--- config.mk ---
export PLATFORM = sky130hd
export DESIGN_NAME = multicycle_control
export DESIGN_NICKNAME = d
export VERILOG_FILES = /design/src/rtl/multicycle_control.sv
export SDC_FILE = /design/constraint.sdc
export NUM_CORES = 1
export LEC_CHECK = 0
export ABC_AREA = 1
export BUFFER_PORTS_ARGS = -buffer_cell sky130_fd_sc_hd__buf_2
export CORE_ASPECT_RATIO = 1.25
export CORE_UTILIZATION = 30
export CTS_CLUSTER_DIAMETER = 40
export DETAILED_ROUTE_END_ITERATION = 6
export PLACE_DENSITY_LB_ADDON = 0.15
export SYNTH_ARGS = -nofsm -noshare
export SYNTH_HDL_FRONTEND = slang
export SYNTH_SLANG_ARGS = --single-unit
--- constraint.sdc ---
create_clock -name Clk -period 2.1 [get_ports Clk]
set_input_delay 0.42 -clock Clk [delete_from_list [all_inputs] [get_ports Clk]]
set_output_delay 0.42 -clock Clk [all_outputs]
set_load 0.01 [all_outputs]
--- src/rtl/multicycle_control.sv ---
// Multicycle MIPS32 control FSM: sequences fetch/decode/execute/memory/writeback,
// waits on a ready-handshake memory with timeout, traps illegal opcodes, counts retires.
module multicycle_control #(
    parameter int TIMEOUT_CYCLES = 15,
    parameter int CNT_WIDTH      = 16
) (
    input  logic                 Clk,
    input  logic                 Rst_n,
    input  logic                 Run,
    input  logic [5:0]           Opcode,
    input  logic                 MemReady,
    output logic                 PCWrite,
    output logic                 PCWriteCond,
    output logic                 PCWriteCondNe,
    output logic                 IorD,
    output logic                 MemRead,
    output logic                 MemWrite,
    output logic                 IRWrite,
    output logic                 MemToReg,
    output logic                 RegDst,
    output logic                 RegWrite,
    output logic                 ALUSrcA,
    output logic [1:0]           PCSource,
    output logic [1:0]           ALUSrcB,
    output logic [1:0]           ALUOp,
    output logic                 Exception,
    output logic                 Fault,
    output logic [3:0]           State,
    output logic [CNT_WIDTH-1:0] InstrCount
);

    typedef enum logic [3:0] {
        IDLE     = 4'd0,  FETCH  = 4'd1,  DECODE = 4'd2,  MEMADR = 4'd3,
        MEMRD    = 4'd4,  MEMWB  = 4'd5,  MEMWR  = 4'd6,  RTYPE_EX = 4'd7,
        IMM_EX   = 4'd8,  ALU_WB = 4'd9,  BRANCH = 4'd10, JUMP   = 4'd11,
        TRAP     = 4'd12, HALT   = 4'd13
    } state_t;

    typedef struct packed {
        logic       pc_write;
        logic       pc_write_cond;
        logic       pc_write_cond_ne;
        logic       iord;
        logic       mem_read;
        logic       mem_write;
        logic       mem_to_reg;
        logic       reg_dst;
        logic       reg_write;
        logic       alu_src_a;
        logic [1:0] pc_source;
        logic [1:0] alu_src_b;
        logic [1:0] alu_op;
    } ctl_t;

    localparam logic [5:0] OP_RTYPE = 6'b000000;
    localparam logic [5:0] OP_LW    = 6'b100011;
    localparam logic [5:0] OP_SW    = 6'b101011;
    localparam logic [5:0] OP_BEQ   = 6'b000100;
    localparam logic [5:0] OP_BNE   = 6'b000101;
    localparam logic [5:0] OP_J     = 6'b000010;
    localparam logic [5:0] OP_ADDI  = 6'b001000;
    localparam logic [5:0] OP_SLTI  = 6'b001010;

    localparam int WAIT_W = (TIMEOUT_CYCLES < 2) ? 1 : $clog2(TIMEOUT_CYCLES + 1);
    localparam logic [WAIT_W-1:0] WAIT_LAST = WAIT_W'(TIMEOUT_CYCLES - 1);

    state_t            state, nxt;
    ctl_t              ctl_q;
    logic [WAIT_W-1:0] wait_cnt;
    logic              waiting, timeout, retire, fetch_rdy;

    // Controls for the state being entered, so the outputs come straight from flops.
    function automatic ctl_t decode(state_t s, logic [5:0] op);
        ctl_t c;
        c = '0;
        case (s)
            FETCH:    begin c.mem_read = 1'b1; c.alu_src_b = 2'b01; end
            DECODE:   c.alu_src_b = 2'b11;
            MEMADR:   begin c.alu_src_a = 1'b1; c.alu_src_b = 2'b10; end
            MEMRD:    begin c.mem_read = 1'b1; c.iord = 1'b1; end
            MEMWB:    begin c.reg_write = 1'b1; c.mem_to_reg = 1'b1; end
            MEMWR:    begin c.mem_write = 1'b1; c.iord = 1'b1; end
            RTYPE_EX: begin c.alu_src_a = 1'b1; c.alu_op = 2'b10; end
            IMM_EX: begin
                c.alu_src_a = 1'b1;
                c.alu_src_b = 2'b10;
                c.alu_op    = (op == OP_SLTI) ? 2'b11 : 2'b00;
            end
            ALU_WB:   begin c.reg_write = 1'b1; c.reg_dst = (op == OP_RTYPE); end
            BRANCH: begin
                c.alu_src_a        = 1'b1;
                c.alu_op           = 2'b01;
                c.pc_source        = 2'b01;
                c.pc_write_cond    = (op == OP_BEQ);
                c.pc_write_cond_ne = (op == OP_BNE);
            end
            JUMP:     begin c.pc_write = 1'b1; c.pc_source = 2'b10; end
            TRAP:     begin c.pc_write = 1'b1; c.pc_source = 2'b11; end
            default:  ;
        endcase
        return c;
    endfunction

    assign waiting = (state == FETCH || state == MEMRD || state == MEMWR) && !MemReady;
    assign timeout = waiting && (TIMEOUT_CYCLES != 0) && (wait_cnt == WAIT_LAST);

    always_comb begin
        nxt    = state;
        retire = 1'b0;
        case (state)
            IDLE:     if (Run) nxt = FETCH;
            FETCH:    if (MemReady) nxt = DECODE; else if (timeout) nxt = HALT;
            DECODE: begin
                case (Opcode)
                    OP_RTYPE:        nxt = RTYPE_EX;
                    OP_LW, OP_SW:    nxt = MEMADR;
                    OP_BEQ, OP_BNE:  nxt = BRANCH;
                    OP_J:            nxt = JUMP;
                    OP_ADDI, OP_SLTI: nxt = IMM_EX;
                    default:         nxt = TRAP;
                endcase
            end
            MEMADR:   nxt = (Opcode == OP_SW) ? MEMWR : MEMRD;
            MEMRD:    if (MemReady) nxt = MEMWB; else if (timeout) nxt = HALT;
            MEMWR:    if (MemReady) retire = 1'b1; else if (timeout) nxt = HALT;
            RTYPE_EX, IMM_EX: nxt = ALU_WB;
            MEMWB, ALU_WB, BRANCH, JUMP: retire = 1'b1;
            TRAP:     nxt = FETCH;
            HALT:     nxt = HALT;
            default:  nxt = IDLE;
        endcase
        // Run only matters at instruction boundaries; an in-flight instruction always finishes.
        if (retire) nxt = Run ? FETCH : IDLE;
    end

    always_ff @(posedge Clk or negedge Rst_n) begin
        if (!Rst_n) begin
            state      <= IDLE;
            ctl_q      <= '0;
            Exception  <= 1'b0;
            Fault      <= 1'b0;
            InstrCount <= '0;
            wait_cnt   <= '0;
        end else begin
            state     <= nxt;
            ctl_q     <= decode(nxt, Opcode);
            Exception <= (nxt == TRAP);
            if (nxt == HALT) Fault <= 1'b1;
            if (retire) InstrCount <= InstrCount + 1'b1;
            if (nxt != state)
                wait_cnt <= '0;
            else if (waiting && TIMEOUT_CYCLES != 0)
                wait_cnt <= wait_cnt + 1'b1;
        end
    end

    // The IR load and PC increment in FETCH follow MemReady within the same cycle.
    assign fetch_rdy     = (state == FETCH) && MemReady;
    assign PCWrite       = ctl_q.pc_write | fetch_rdy;
    assign IRWrite       = fetch_rdy;
    assign PCWriteCond   = ctl_q.pc_write_cond;
    assign PCWriteCondNe = ctl_q.pc_write_cond_ne;
    assign IorD          = ctl_q.iord;
    assign MemRead       = ctl_q.mem_read;
    assign MemWrite      = ctl_q.mem_write;
    assign MemToReg      = ctl_q.mem_to_reg;
    assign RegDst        = ctl_q.reg_dst;
    assign RegWrite      = ctl_q.reg_write;
    assign ALUSrcA       = ctl_q.alu_src_a;
    assign PCSource      = ctl_q.pc_source;
    assign ALUSrcB       = ctl_q.alu_src_b;
    assign ALUOp         = ctl_q.alu_op;
    assign State         = state;

endmodule

# After elaboration in Yosys (flattened, before gate mapping)
# Index checks and enable logic that the tools add are counted.
# totals
ff_bits	42
inputBits	10
output_inout_bits	39
word_cells	103
# classes
n_addsub	2
n_eq_ne	35
n_mux	27
bitwise_logic	1
n_reduce_logical	20
# ops
op	n
4-bit equality test (second input constant)	13
4-bit case mux with 10 select lines	1
4-bit by 3-bit equality test with 1-bit output (second input constant)	8
4-bit 2-to-1 mux	8
4-bit case mux with 5 select lines	1
2-bit case mux with 3 select lines	3
2-bit OR reduction	9
16-bit by 1-bit adder with 16-bit output (second input constant)	1
4-bit by 2-bit equality test with 1-bit output (second input constant)	4
6-bit by 3-bit equality test with 1-bit output (second input constant)	2
6-bit by 4-bit equality test with 1-bit output (second input constant)	2
6-bit equality test (second input constant)	2
1-bit 2-to-1 mux	10
4-bit by 1-bit equality test with 1-bit output (second input constant)	2
4-bit OR reduction	2
6-bit by 2-bit equality test with 1-bit output (second input constant)	1
6-bit logical NOT	1
2-bit 2-to-1 mux	3
4-bit by 1-bit adder with 4-bit output (second input constant)	1
4-bit logical NOT	1
4-bit != test	1
1-bit logical AND	3
1-bit logical OR	2
1-bit case mux with 2 select lines	1
other kinds (3)	3

# Longest topological paths before layout
# logic_depth
depth_word	12
depth_mapped	15
ltp_nobuf	15

# Worst setup path before layout
# Ideal clock, no wire load.
# synth_timing
path_kind	reg2reg
startpoint	register state[2], in the netlist State[2]
endpoint	register InstrCount[12]
setup_ns	0.127
arrival_time_ns	1.604
t_required_ns	1.973
setup_slack_ns	0.369
stages_incl_launch_ff	13
path_buffers	0
synth_period_minus_slack_ns	1.731
path_cell_list	dfrtp_1 > inv_2 > nor2_4 > inv_2 > nor2_2 > nand2_2 > nand2_4 > nand2_4 > nor2_4 > nand3_2 > nor2_4 > nand3_1 > xnor2_1
# synth_via
elab_chain_len	3
word_cells_on_any_way	7
cone_classes	5 x eq/ne; 1 x mux; 1 x reduce/logical
# synth_lines
element	line_no	rtl
start, declared	67	state_t state, nxt;
start signal, assigned	145	state <= nxt;
4-bit by 3-bit equality test with 1-bit output / 4-bit equality test (equally long branches)	110	case (state)
4-bit OR reduction	110	
1-bit case mux with 2 select lines *	110	
end signal, assigned	149	if (retire) InstrCount <= InstrCount + 1'b1;
end, declared	29	output logic [CNT_WIDTH-1:0] InstrCount
# Every way passes the cells marked *; elsewhere a longest branch is shown, timed or not.
# A chain may end at the register's enable or synchronous reset.

# Worst setup path in the final report
# layout_timing
startpoint	register state[0], in the netlist State[0]
endpoint	output PCWrite
# layout_via
elab_chain_len	3
# layout_lines
element	line_no	rtl
4-bit by 1-bit equality test with 1-bit output	158	assign fetch_rdy = (state == FETCH) && MemReady;
1-bit logical AND	158	
1-bit OR	159	assign PCWrite = ctl_q.pc_write | fetch_rdy;
end, declared	12	output logic PCWrite,
# Every way passes these cells.

==> flow_summary.yaml <==
outcome:
  status: "finished clean"
grt:
  grt_util_all_layers_pct: 14.0
  grt_pass1_vias: 1765
  grt_pass1_wl_um: 8400
  grt-ovfl-total: 0
  antenna_found_initial: 0
  grt_max_degree: 42
die:
  ioPinCount: 49
  rows: 34
  dieArea_um2: 7680
  initial_core_util_pct: 31.3
  die_h_um: 97.7
  core_um2: 7020
  die_w_um: 78.6
timing:
  fin_setup_tns_ps: 0
  post-route-min-period_ps: 2000
  max_clock_freq_ghz: 0.500
  slew-limit-headroom_pct: 64.0
  rsz0062_at_grt: "no"
  fin_skew_ps: 5.49
  setup_viol: 0
  drv_slew: 0
  period_share_pct: 95.2
  worst_pin_slew_ps: 540
  finalHoldViolations: 0
power_and_ir_drop:
  power_frac_comb_pct: 49.7
  p_leak_nw: 1.52
  clkPwrFrac_pct: 16.3
  p_sw_share_pct: 45.6
  vdd.ir_drop.worst_v: 0.000470
  p_int_mw: 1.78
  switching_power_mw: 1.49
  p_per_area_nw_per_um2: 1200
  power_mw: 3.27
  pwr-share-seq_pct: 34.0
detailed_routing:
  drt-initial-drc-count: 69
  wl_per_cell_um: 12.4
  antenna_left: 0
  dr.pass1.iters: 4
  drc_errors: 0
  vias: 1854
  viasPerCell: 4.51
  wl_um: 5080
cells_and_area:
  fin_area_um2: 2730
  layout_common_cells: "53 x nand2_1, 48 x buf_2, 38 x dfrtp_1, 30 x nor2_1"
  area_growth_pct: 24.0
  final_common_cell: "nand2_1"
  fin_nets: 333
  drive_gt1_share_pct: 33.6
  utilization_pct: 38.9
  num_antenna_cells: 0
logic_synthesis:
  yosysWarnings: 0
  synth_seq_area_share_pct: 46.6
  synth.distinct_cells: 30
  synthCells: 256
  avgSynthCellArea_um2: 8.59
  syn_area_um2: 2200
  synth_seq_cells: 41
  syn_nets: 269
flow_run:
  drv_cap: 0
worst_setup_path:
  critPathKind: "flop to output port"
  crit_path_end_kind: "output port"
  worstPathMaxFanout: 6
  setup.worst_path.start_class: "flop"
  worstPathRequired_ps: 1680
  critPathArrivalTime_ps: 1580
clock_network:
  cts.sinks: 41
  path_clk_slew_ps: 90
  htree_levels: 2
  clock_latency_ps: 300
  cts_hold_buf: 0
  cts_buffers: 5
  clk_root_buffer_cell: "clkbuf_8"
  cts_tree: "yes"
  ctsLongestPathBuffers: 2
placement:
  placed_area_um2: 2600
  dpl.hpwl_um: 3830
  place_congestion: 0.801
  portBuffers: 48
worst_hold_path:
  hp-class: "input port to asynchronous set/reset pin"
-- registers in the layout, indices dropped and copies added (netlist names) --
name	flops
ALUSrcB	2
RegWrite	1
MemToReg	1
RegDst	1
MemRead	1
Exception	1
PCWriteCond	1
MemWrite	1
wait_cnt	4
State	4
PCWriteCondNe	1
ALUOp	2
IorD	1
PCSource	2
InstrCount	16
ALUSrcA	1
Fault	1
-- cells in the mapped netlist --
master    count  share of area, %
a21oi_1       1              0.23
a31o_2        1              0.40
and2_4        1              0.40
and3_1        2              0.57
buf_2         1              0.23
dfrtp_1      41                47
ha_1          3               1.7
inv_1        20               3.4
inv_2         7               1.2
nand2_1      54               9.2
nand2_2       8               2.3
nand2_4       5               2.6
nand3_1      20               4.6
nand3_2       3               1.4
nand3_4       1              0.80
nand3b_1      3               1.0
nand4_1       7               2.0
nand4_2       1              0.57
nor2_1       31               5.3
nor2_2        4               1.1
nor2_4        5               2.6
nor3_1        5               1.1
o211ai_1      1              0.34
o21ai_0       9               2.0
o21ai_1       1              0.23
o31ai_1       1              0.34
or2_2         1              0.28
or4_1         1              0.34
xnor2_1       7               2.8
xor2_1       11               4.4
-- worst paths after layout --
kind,startpoint,depth (start not counted),slack (ps),end
min in group Clk,Opcode[1],2,350,RegDst$_DFF_PN0_
worst min register to register,InstrCount[15]$_DFFE_PN0P_,1,480,InstrCount[15]$_DFFE_PN0P_
max in group asynchronous,Rst_n,2,1520,State[1]$_DFF_PN0_
worst max-delay path,State[0]$_DFF_PN0_,8,100,PCWrite
worst max register to register,State[2]$_DFF_PN0_,11,150,ALUSrcA$_DFF_PN0_
worst min-delay path,Rst_n,2,180,Exception$_DFF_PN0_
-- power by group through the flow --
| stage | registers, mW | logic [mW] | clock network, mW |
|---|---|---|---|
| after floorplan | 1.17 | 1.04 | 0 |
| after global placement | 1.13 | 1.58 | 0 |
| after detailed placement | 1.12 | 1.59 | 0 |
| after CTS | 1.12 | 1.60 | 0.546 |
| after global routing | 1.14 | 1.83 | 0.575 |
| final | 1.11 | 1.63 | 0.532 |
-- kinds of logic after synthesis --
logic type / synth area share, %
compound gates: 3.58
xor+xnor: 7.17
fa+ha+maj: 1.71
buf+inv: 4.83
flops: 46.6
simple gates: 36.1
-- critical path, cell delays in order (launching register included) --
cell and delay (ps):
dfrtp_1 400, inv_2 120, nor2_1 70, nand2_1 80
inv_1 70, nand2_4 100, inv_1 50, or2_2 260
buf_2 140
-- area by class of cell --
cell class	count	area [µm²]
clock buffer	5	68.8
clock inverter	3	17.5
fill	732	4290
inverter	27	101
multi-input combinational	187	1080
sequential	41	1030
tap	90	113
timing repair buffer	58	315
-- what timing repair did --
item,CTS,global route
gates resized for setup,5,2
endpoints found under the setup margin,3,6
endpoints found under the hold margin,0,0
buffers inserted,0,3
pin swaps,0,0
-- routing by layer --
metal	vias up	GRT usage, %	routed length, µm
li1	945	-	-
met1	867	18.0	2380
met2	36	23.3	2420
met3	6	2.52	192
met4	0	5.13	83
met5	-	0	0
-- stage by stage --
stage	hold WS [ps]	worst slack, ps	std cells
CTS	210	54.4	408
finish	178	101	411
floorplan	124	369	256
detailed placement	467	-1.07	400
global placement	456	-8.30	400
global route	229	0.218	411
Power figures use the tool's default switching activity.
